===== src/rtl/slc3_pkg.sv =====
// Shared definitions for the SLC-3 control sequencer: state encoding,
// datapath mux/ALU codes, opcode values and the per-state control decode.
package slc3_pkg;

    typedef enum logic [3:0] {
        S_HALTED = 4'd0,
        S_FETCH1 = 4'd1,
        S_FETCH2 = 4'd2,
        S_FETCH3 = 4'd3,
        S_DECODE = 4'd4,
        S_BR0    = 4'd5,
        S_BR1    = 4'd6,
        S_ADD0   = 4'd7,
        S_AND0   = 4'd8,
        S_NOT0   = 4'd9,
        S_LDR0   = 4'd10,
        S_LDR1   = 4'd11,
        S_LDR2   = 4'd12,
        S_PAUSE0 = 4'd13,
        S_PAUSE1 = 4'd14
    } state_t;

    // ALU function select
    localparam logic [1:0] ALUK_ADD  = 2'b00;
    localparam logic [1:0] ALUK_AND  = 2'b01;
    localparam logic [1:0] ALUK_NOT  = 2'b10;
    localparam logic [1:0] ALUK_PASS = 2'b11;

    // PC source select
    localparam logic [1:0] PCMUX_INC   = 2'b00;
    localparam logic [1:0] PCMUX_BUS   = 2'b01;
    localparam logic [1:0] PCMUX_ADDER = 2'b10;

    // Address adder operand selects
    localparam logic [1:0] ADDR2_ZERO  = 2'b00;
    localparam logic [1:0] ADDR2_OFF6  = 2'b01;
    localparam logic [1:0] ADDR2_OFF9  = 2'b10;
    localparam logic [1:0] ADDR2_OFF11 = 2'b11;
    localparam logic       ADDR1_PC    = 1'b0;
    localparam logic       ADDR1_BASER = 1'b1;

    // Opcodes handled by this sequencer (IR[15:12])
    localparam logic [3:0] OP_BR    = 4'b0000;
    localparam logic [3:0] OP_ADD   = 4'b0001;
    localparam logic [3:0] OP_AND   = 4'b0101;
    localparam logic [3:0] OP_NOT   = 4'b1001;
    localparam logic [3:0] OP_LDR   = 4'b0110;
    localparam logic [3:0] OP_PAUSE = 4'b1101;

    // Control word driven to the datapath; sr2_en gates IR_5 onto SR2MUX
    typedef struct packed {
        logic       ld_mar;
        logic       ld_mdr;
        logic       ld_ir;
        logic       ld_ben;
        logic       ld_cc;
        logic       ld_reg;
        logic       ld_pc;
        logic       gate_pc;
        logic       gate_mdr;
        logic       gate_alu;
        logic       gate_marmux;
        logic [1:0] pcmux;
        logic [1:0] addr2mux;
        logic       addr1mux;
        logic       sr2_en;
        logic [1:0] aluk;
        logic       mem_oe;
    } ctrl_t;

    localparam ctrl_t CTRL_NONE = '{default: '0};

    // Moore output table: control word for a given state
    function automatic ctrl_t ctrl_decode(input state_t s);
        ctrl_t c;
        c = CTRL_NONE;
        case (s)
            S_FETCH1: begin
                c.gate_pc = 1'b1;
                c.ld_mar  = 1'b1;
                c.ld_pc   = 1'b1;
                c.pcmux   = PCMUX_INC;
            end
            S_FETCH2, S_LDR1: begin
                c.mem_oe = 1'b1;
                c.ld_mdr = 1'b1;
            end
            S_FETCH3: begin
                c.gate_mdr = 1'b1;
                c.ld_ir    = 1'b1;
            end
            S_DECODE: begin
                c.ld_ben = 1'b1;
            end
            S_BR1: begin
                c.ld_pc    = 1'b1;
                c.pcmux    = PCMUX_ADDER;
                c.addr1mux = ADDR1_PC;
                c.addr2mux = ADDR2_OFF9;
            end
            S_ADD0, S_AND0, S_NOT0: begin
                c.gate_alu = 1'b1;
                c.ld_reg   = 1'b1;
                c.ld_cc    = 1'b1;
                c.sr2_en   = 1'b1;
                if (s == S_AND0) begin
                    c.aluk = ALUK_AND;
                end else if (s == S_NOT0) begin
                    c.aluk = ALUK_NOT;
                end else begin
                    c.aluk = ALUK_ADD;
                end
            end
            S_LDR0: begin
                c.gate_marmux = 1'b1;
                c.ld_mar      = 1'b1;
                c.addr1mux    = ADDR1_BASER;
                c.addr2mux    = ADDR2_OFF6;
            end
            S_LDR2: begin
                c.gate_mdr = 1'b1;
                c.ld_reg   = 1'b1;
                c.ld_cc    = 1'b1;
            end
            default: begin
                c = CTRL_NONE;
            end
        endcase
        return c;
    endfunction

endpackage


===== src/rtl/mem_wait_cnt.sv =====
// Memory wait-state counter: loaded when a memory access state is about to
// be entered, counts down once per cycle while the access is in progress.
module mem_wait_cnt (
    input  logic       i_clk,
    input  logic       i_rst_n,
    input  logic       i_load,
    input  logic [2:0] i_load_val,
    input  logic       i_dec,
    output logic       o_zero
);

    logic [2:0] r_count;

    // Load takes priority; decrement saturates at zero
    always_ff @(posedge i_clk or negedge i_rst_n) begin
        if (!i_rst_n) begin
            r_count <= 3'd0;
        end else if (i_load) begin
            r_count <= i_load_val;
        end else if (i_dec && (r_count != 3'd0)) begin
            r_count <= r_count - 3'd1;
        end else begin
            r_count <= r_count;
        end
    end

    assign o_zero = (r_count == 3'd0);

endmodule


===== src/rtl/br_sequencer.sv =====
// SLC-3 instruction sequencer: fetch/decode/execute FSM for BR, ADD, AND,
// NOT, LDR and PAUSE. Control outputs are a Moore decode of the state,
// registered alongside it so they change only with the state.
module br_sequencer
    import slc3_pkg::*;
#(
    parameter int unsigned MEM_WAIT = 32'd2   // memory read wait cycles, 1..7
) (
    input  logic       Clk,
    input  logic       Reset,
    input  logic       Run,
    input  logic       Continue,
    input  logic [3:0] Opcode,
    input  logic       IR_5,
    input  logic       BEN,
    output logic       LD_MAR,
    output logic       LD_MDR,
    output logic       LD_IR,
    output logic       LD_BEN,
    output logic       LD_CC,
    output logic       LD_REG,
    output logic       LD_PC,
    output logic       GatePC,
    output logic       GateMDR,
    output logic       GateALU,
    output logic       GateMARMUX,
    output logic [1:0] PCMUX,
    output logic [1:0] ADDR2MUX,
    output logic       ADDR1MUX,
    output logic       SR2MUX,
    output logic [1:0] ALUK,
    output logic       Mem_OE,
    output logic       Mem_WE
);

    // Counter holds remaining cycles after the current one, so load N-1
    localparam logic [2:0] WAIT_LOAD = 3'(MEM_WAIT - 32'd1);

    state_t r_state;
    state_t w_next_state;
    state_t w_boundary;
    ctrl_t  r_ctrl;
    logic   w_cnt_load;
    logic   w_cnt_dec;
    logic   w_cnt_zero;

    // Arm the counter in the cycle before each memory read state
    assign w_cnt_load = (r_state == S_FETCH1) || (r_state == S_LDR0);
    assign w_cnt_dec  = (r_state == S_FETCH2) || (r_state == S_LDR1);

    mem_wait_cnt u_wait_cnt (
        .i_clk      (Clk),
        .i_rst_n    (Reset),
        .i_load     (w_cnt_load),
        .i_load_val (WAIT_LOAD),
        .i_dec      (w_cnt_dec),
        .o_zero     (w_cnt_zero)
    );

    // Instruction boundary: Run is only honoured when the next fetch would start
    always_comb begin
        if (Run) begin
            w_boundary = S_FETCH1;
        end else begin
            w_boundary = S_HALTED;
        end
    end

    // Next-state selection
    always_comb begin
        w_next_state = r_state;
        case (r_state)
            S_HALTED: begin
                if (Run) begin
                    w_next_state = S_FETCH1;
                end else begin
                    w_next_state = S_HALTED;
                end
            end
            S_FETCH1: w_next_state = S_FETCH2;
            S_FETCH2: begin
                if (w_cnt_zero) begin
                    w_next_state = S_FETCH3;
                end else begin
                    w_next_state = S_FETCH2;
                end
            end
            S_FETCH3: w_next_state = S_DECODE;
            S_DECODE: begin
                case (Opcode)
                    OP_BR:    w_next_state = S_BR0;
                    OP_ADD:   w_next_state = S_ADD0;
                    OP_AND:   w_next_state = S_AND0;
                    OP_NOT:   w_next_state = S_NOT0;
                    OP_LDR:   w_next_state = S_LDR0;
                    OP_PAUSE: w_next_state = S_PAUSE0;
                    default:  w_next_state = w_boundary;
                endcase
            end
            S_BR0: begin
                if (BEN) begin
                    w_next_state = S_BR1;
                end else begin
                    w_next_state = w_boundary;
                end
            end
            S_BR1, S_ADD0, S_AND0, S_NOT0, S_LDR2: w_next_state = w_boundary;
            S_LDR0: w_next_state = S_LDR1;
            S_LDR1: begin
                if (w_cnt_zero) begin
                    w_next_state = S_LDR2;
                end else begin
                    w_next_state = S_LDR1;
                end
            end
            S_PAUSE0: begin
                if (Continue) begin
                    w_next_state = S_PAUSE1;
                end else begin
                    w_next_state = S_PAUSE0;
                end
            end
            S_PAUSE1: begin
                if (Continue) begin
                    w_next_state = S_PAUSE1;
                end else begin
                    w_next_state = w_boundary;
                end
            end
            default: w_next_state = S_HALTED;
        endcase
    end

    // State register with its control word decoded from the incoming state
    always_ff @(posedge Clk or negedge Reset) begin
        if (!Reset) begin
            r_state <= S_HALTED;
            r_ctrl  <= CTRL_NONE;
        end else begin
            r_state <= w_next_state;
            r_ctrl  <= ctrl_decode(w_next_state);
        end
    end

    assign LD_MAR     = r_ctrl.ld_mar;
    assign LD_MDR     = r_ctrl.ld_mdr;
    assign LD_IR      = r_ctrl.ld_ir;
    assign LD_BEN     = r_ctrl.ld_ben;
    assign LD_CC      = r_ctrl.ld_cc;
    assign LD_REG     = r_ctrl.ld_reg;
    assign LD_PC      = r_ctrl.ld_pc;
    assign GatePC     = r_ctrl.gate_pc;
    assign GateMDR    = r_ctrl.gate_mdr;
    assign GateALU    = r_ctrl.gate_alu;
    assign GateMARMUX = r_ctrl.gate_marmux;
    assign PCMUX      = r_ctrl.pcmux;
    assign ADDR2MUX   = r_ctrl.addr2mux;
    assign ADDR1MUX   = r_ctrl.addr1mux;
    // Immediate select passes straight through in the ALU states
    assign SR2MUX     = r_ctrl.sr2_en & IR_5;
    assign ALUK       = r_ctrl.aluk;
    assign Mem_OE     = r_ctrl.mem_oe;
    // No store opcodes are sequenced here
    assign Mem_WE     = 1'b0;

endmodule


===== config.mk =====
export PLATFORM = sky130hd
export DESIGN_NAME = br_sequencer
export DESIGN_NICKNAME = d
export VERILOG_FILES = /design/src/rtl/slc3_pkg.sv /design/src/rtl/mem_wait_cnt.sv /design/src/rtl/br_sequencer.sv
export SDC_FILE = /design/constraint.sdc
export NUM_CORES = 1
export LEC_CHECK = 0
export BUFFER_PORTS_ARGS = -buffer_cell sky130_fd_sc_hd__buf_2
export CELL_PAD_IN_SITES_DETAIL_PLACEMENT = 0
export CELL_PAD_IN_SITES_GLOBAL_PLACEMENT = 1
export CORE_MARGIN = 2
export CORE_UTILIZATION = 35
export DETAILED_ROUTE_END_ITERATION = 12
export PLACE_DENSITY = 0.69
export REMOVE_ABC_BUFFERS = 1
export SKIP_CTS_REPAIR_TIMING = 1
export SYNTH_ARGS = -nofsm -noshare
export SYNTH_HDL_FRONTEND = slang
export SYNTH_HIERARCHICAL = 1
export SYNTH_SLANG_ARGS = --single-unit

===== constraint.sdc =====
create_clock -name Clk -period 3 [get_ports Clk]
set_input_delay 0.9 -clock Clk [delete_from_list [all_inputs] [get_ports Clk]]
set_output_delay 0.9 -clock Clk [all_outputs]
set_load 0.02 [all_outputs]

==> metrics.md <==
| Metric | Value |
|---|---|
| Status | completed |
| Critical Path Start Type | flip-flop |
| Synth area leader | dfrtp_1 |
| Main combinational cell family by area after synthesis | simple AND/OR/NAND/NOR gates |
| # clock sinks | 20 |
| Cell Pwr Density | 939.5 mW/mm^2 |
| Post-route DRC | 0 |
| Top delay family on crit path | simple AND/OR/NAND/NOR gates |
| Largest stage delay on the critical path | 450 ps |
| Pin count of the biggest net entering global routing | 21 |
| Worst hold path type | in2async |
| Clock-pin transition on the worst setup and hold timing paths | 120 ps |
| Post-Synth Adder-Cell Area | 2.863% |
| Synth cell types | 45 |
| Sequential fraction of design power | 34.2% |
| Core area | 0.003337 mm^2 |
| Layout fillers | 352 |
| Layout overhead on the synthesized area | 13.39% |
| Placer congestion estimate | 0.7871 |
| # rows | 21 |
| Critical Path RT | 3240 ps |
| Routed vias | 1003 |
| Final WL | 2433 um |
| Average wire per standard cell | 12.10 um |
| Total power | 1.304 mW |
| Most instantiated cells after synthesis | 20 x dfrtp_1, 11 x nor2_1, 8 x inv_1, 8 x nand2_1, 8 x nor2b_1 |
| Post-synthesis compound-gate area fraction | 16.16% |
| Post-synth ARST share | 100.0% |
| Initial DRC Count | 15 |
| Antenna-violating nets left | 0 |
| Combinational fraction of design power | 49.0% |
| Setup violations, final | 0 |
| Seq cells post-synth | 20 |
| Hold Violations, Final | 0 |
| Num ports | 31 |
| Top cells by area, synth | dfrtp_1 41%, buf_4 4.3%, a221o_1 4.1% |
| Mux cell area share after synthesis | 0% |
| Initial antenna violation count | 0 |
| Fin nets | 168 |
| Main synth FF type | dfrtp_1 |
| Seq/Total Area, Yosys | 40.90% |
| NetSw | 0.5411 mW |
| Max FFs per register | 4 |
| Gate Count Post-Synth | 134 |
| CTS buffer count | 3 |
| Cell breakdown of the critical path | inv_1, ha_1, ha_1, nor2b_1, a22o_1, nor4b_2, nand2b_1, or2_1, nor2b_1 |
| Largest reg by FF count | r_state |
| Synthesized area per cell | 9.132 um^2 |
| WP buf/inv | 1 |
| Most common cell in the netlist | dfrtp_1 |
| Setup tns final | 0 ps |
| Synth top area share | 40.90% |
| Fin area | 0.001388 mm^2 |
| Share of cells above drive strength 1 | 24.52% |
| Die area | 0.003985 mm^2 |
| RSZ-0062 raised after global routing | false |
| Starting Density | 36.67% |
| First-pass GRT wire length | 4119 um |
| Peak Freq | 419.4 MHz |
| Antenna fix cells | 0 |
| Hpwl dp | 1831 um |
| Number of synthesized flops with an enable pin | 0 |
| CP Class | reg2reg |
| M2 GR Usage | 21.01% |
| Internal power | 0.7626 mW |
| Crit path arrival time | 2630 ps |
| Clock share of power | 16.8% |
| Htree depth | 1 |
| Leak pwr | 0.7123 nW |
| Minimum clock period | 2384 ps |
| Tot GR Track Use | 13.03% |
| Overflow after GRT | 0 |
| Max-cap viol count | 0 |
| Die height | 63.13 um |
| Die Width | 63.13 um |
| Met3 usage | 2.500% |
| Clock Skew | 7.761 ps |
| Vias per cell | 4.990 |
| Gr busiest metal | met2 |
| Peak VDD IR | 272.7 uV |
| GR Util met1 | 17.59% |
| Placed cell areas | 0.001335 mm^2 |
| CTS root buf | clkbuf_4 |
| Worst Tran Pin Value | 500.9 ps |
| Setup crit end kind | flip-flop |
| Vias in the first global route | 905 |
| Normalized max-slew margin | 66.52% |
| Simple-gate share of the synthesized area | 27.71% |
| Crit path max fanout | 8 |
| PortBufs | 28 |
| YS warnings | 6 |
| Sw Share | 41.51% |
| Post-synthesis xor/xnor area fraction | 0.7157% |
| Tcrit/Tclk final | 79.48% |
| CTS tree | done |
| Final slew viol count | 0 |
| Post-synthesis instance area | 0.001224 mm^2 |
| Later-pin clock latency in the skew report | 300 ps |
| Detailed Routing Iterations Pass 1 | 4 |
| CTS Buffer Depth | 2 |
| Crit-path slowest cell | nor4b_2 |
[power by group through the flow]
stage,logic (mW),registers (mW),clock network (mW)
2_1_floorplan,0.430,0.487,0
3_3_place_gp,0.635,0.446,0
3_5_place_dp,0.643,0.453,0
4_1_cts,0.646,0.447,0.225
5_1_grt,0.725,0.464,0.239
6_report,0.638,0.446,0.219
[cells by family after synthesis]
logic type               after synthesis
adder cells (fa/ha/maj)                3
buffers and inverters                 24
AO/OA/AOI/OAI                         26
XOR/XNOR                               1
AND/OR/NAND/NOR                       58
other                                  2
flip-flops                            20
[routing by layer]
| layer | vias up | share of wire, % |
|---|---|---|
| li1 | 501 | - |
| met1 | 471 | 47 |
| met2 | 29 | 47 |
| met3 | 2 | 4.9 |
| met4 | 0 | 0.95 |
| met5 | - | 0 |
[layout make-up]
class	instances	area (um^2)	share of cell area, %
clock buffers	3	22.52	1.623
repair buffers	28	140.1	10.10
flip-flops and latches	20	500.5	36.07
multi-input cells	93	599.3	43.19
inverters	10	37.54	2.705
well taps	46	57.56	4.148
clock inverters	1	30.03	2.164
[metrics by stage]
stage / utilization [%] / setup WS, ps / cells / hold slack, ps
finish: 41.58 / 615.7 / 201 / 519.6
floorplan: - / 688.6 / 123 / 596.2
global placement: 40.01 / 480.0 / 197 / 621.0
detailed placement: 40.01 / 450.1 / 197 / 626.0
CTS: 41.58 / 588.3 / 201 / 528.1
global route: 41.58 / 303.2 / 201 / 529.3
[worst paths after layout]
| path | start | endpoint | slack (ps) | cells after the start |
|---|---|---|---|---|
| max in group asynchronous | Reset | u_wait_cnt/r_count[2]$_DFFE_PN0P_ | 2170 | 1 |
| min in group Clk | u_wait_cnt/r_count[1]$_DFFE_PN0P_ | u_wait_cnt/r_count[1]$_DFFE_PN0P_ | 670 | 2 |
| setup reg to reg | u_wait_cnt/r_count[0]$_DFFE_PN0P_ | ALUK[1]$_DFF_PN0_ | 620 | 9 |
| hold reg to reg | u_wait_cnt/r_count[1]$_DFFE_PN0P_ | u_wait_cnt/r_count[1]$_DFFE_PN0P_ | 670 | 2 |
| hold / removal | Reset | ALUK[0]$_DFF_PN0_ | 520 | 1 |
| setup / recovery | u_wait_cnt/r_count[0]$_DFFE_PN0P_ | ALUK[1]$_DFF_PN0_ | 620 | 9 |
[layout by cell type, fill, tap and decap left out, types with 3 or more instances in the layout]
cell type,count
buf_2,28
nand3b_1,3
nor4b_1,3
nor2b_1,8
o22ai_1,3
nor2_1,11
nand2_1,8
clkbuf_4,3
a221o_1,5
nand2b_1,5
dfrtp_1,20
inv_1,8
conb_1,5
nand3_1,4
a21oi_1,5
Power figures use the tool's default switching activity.
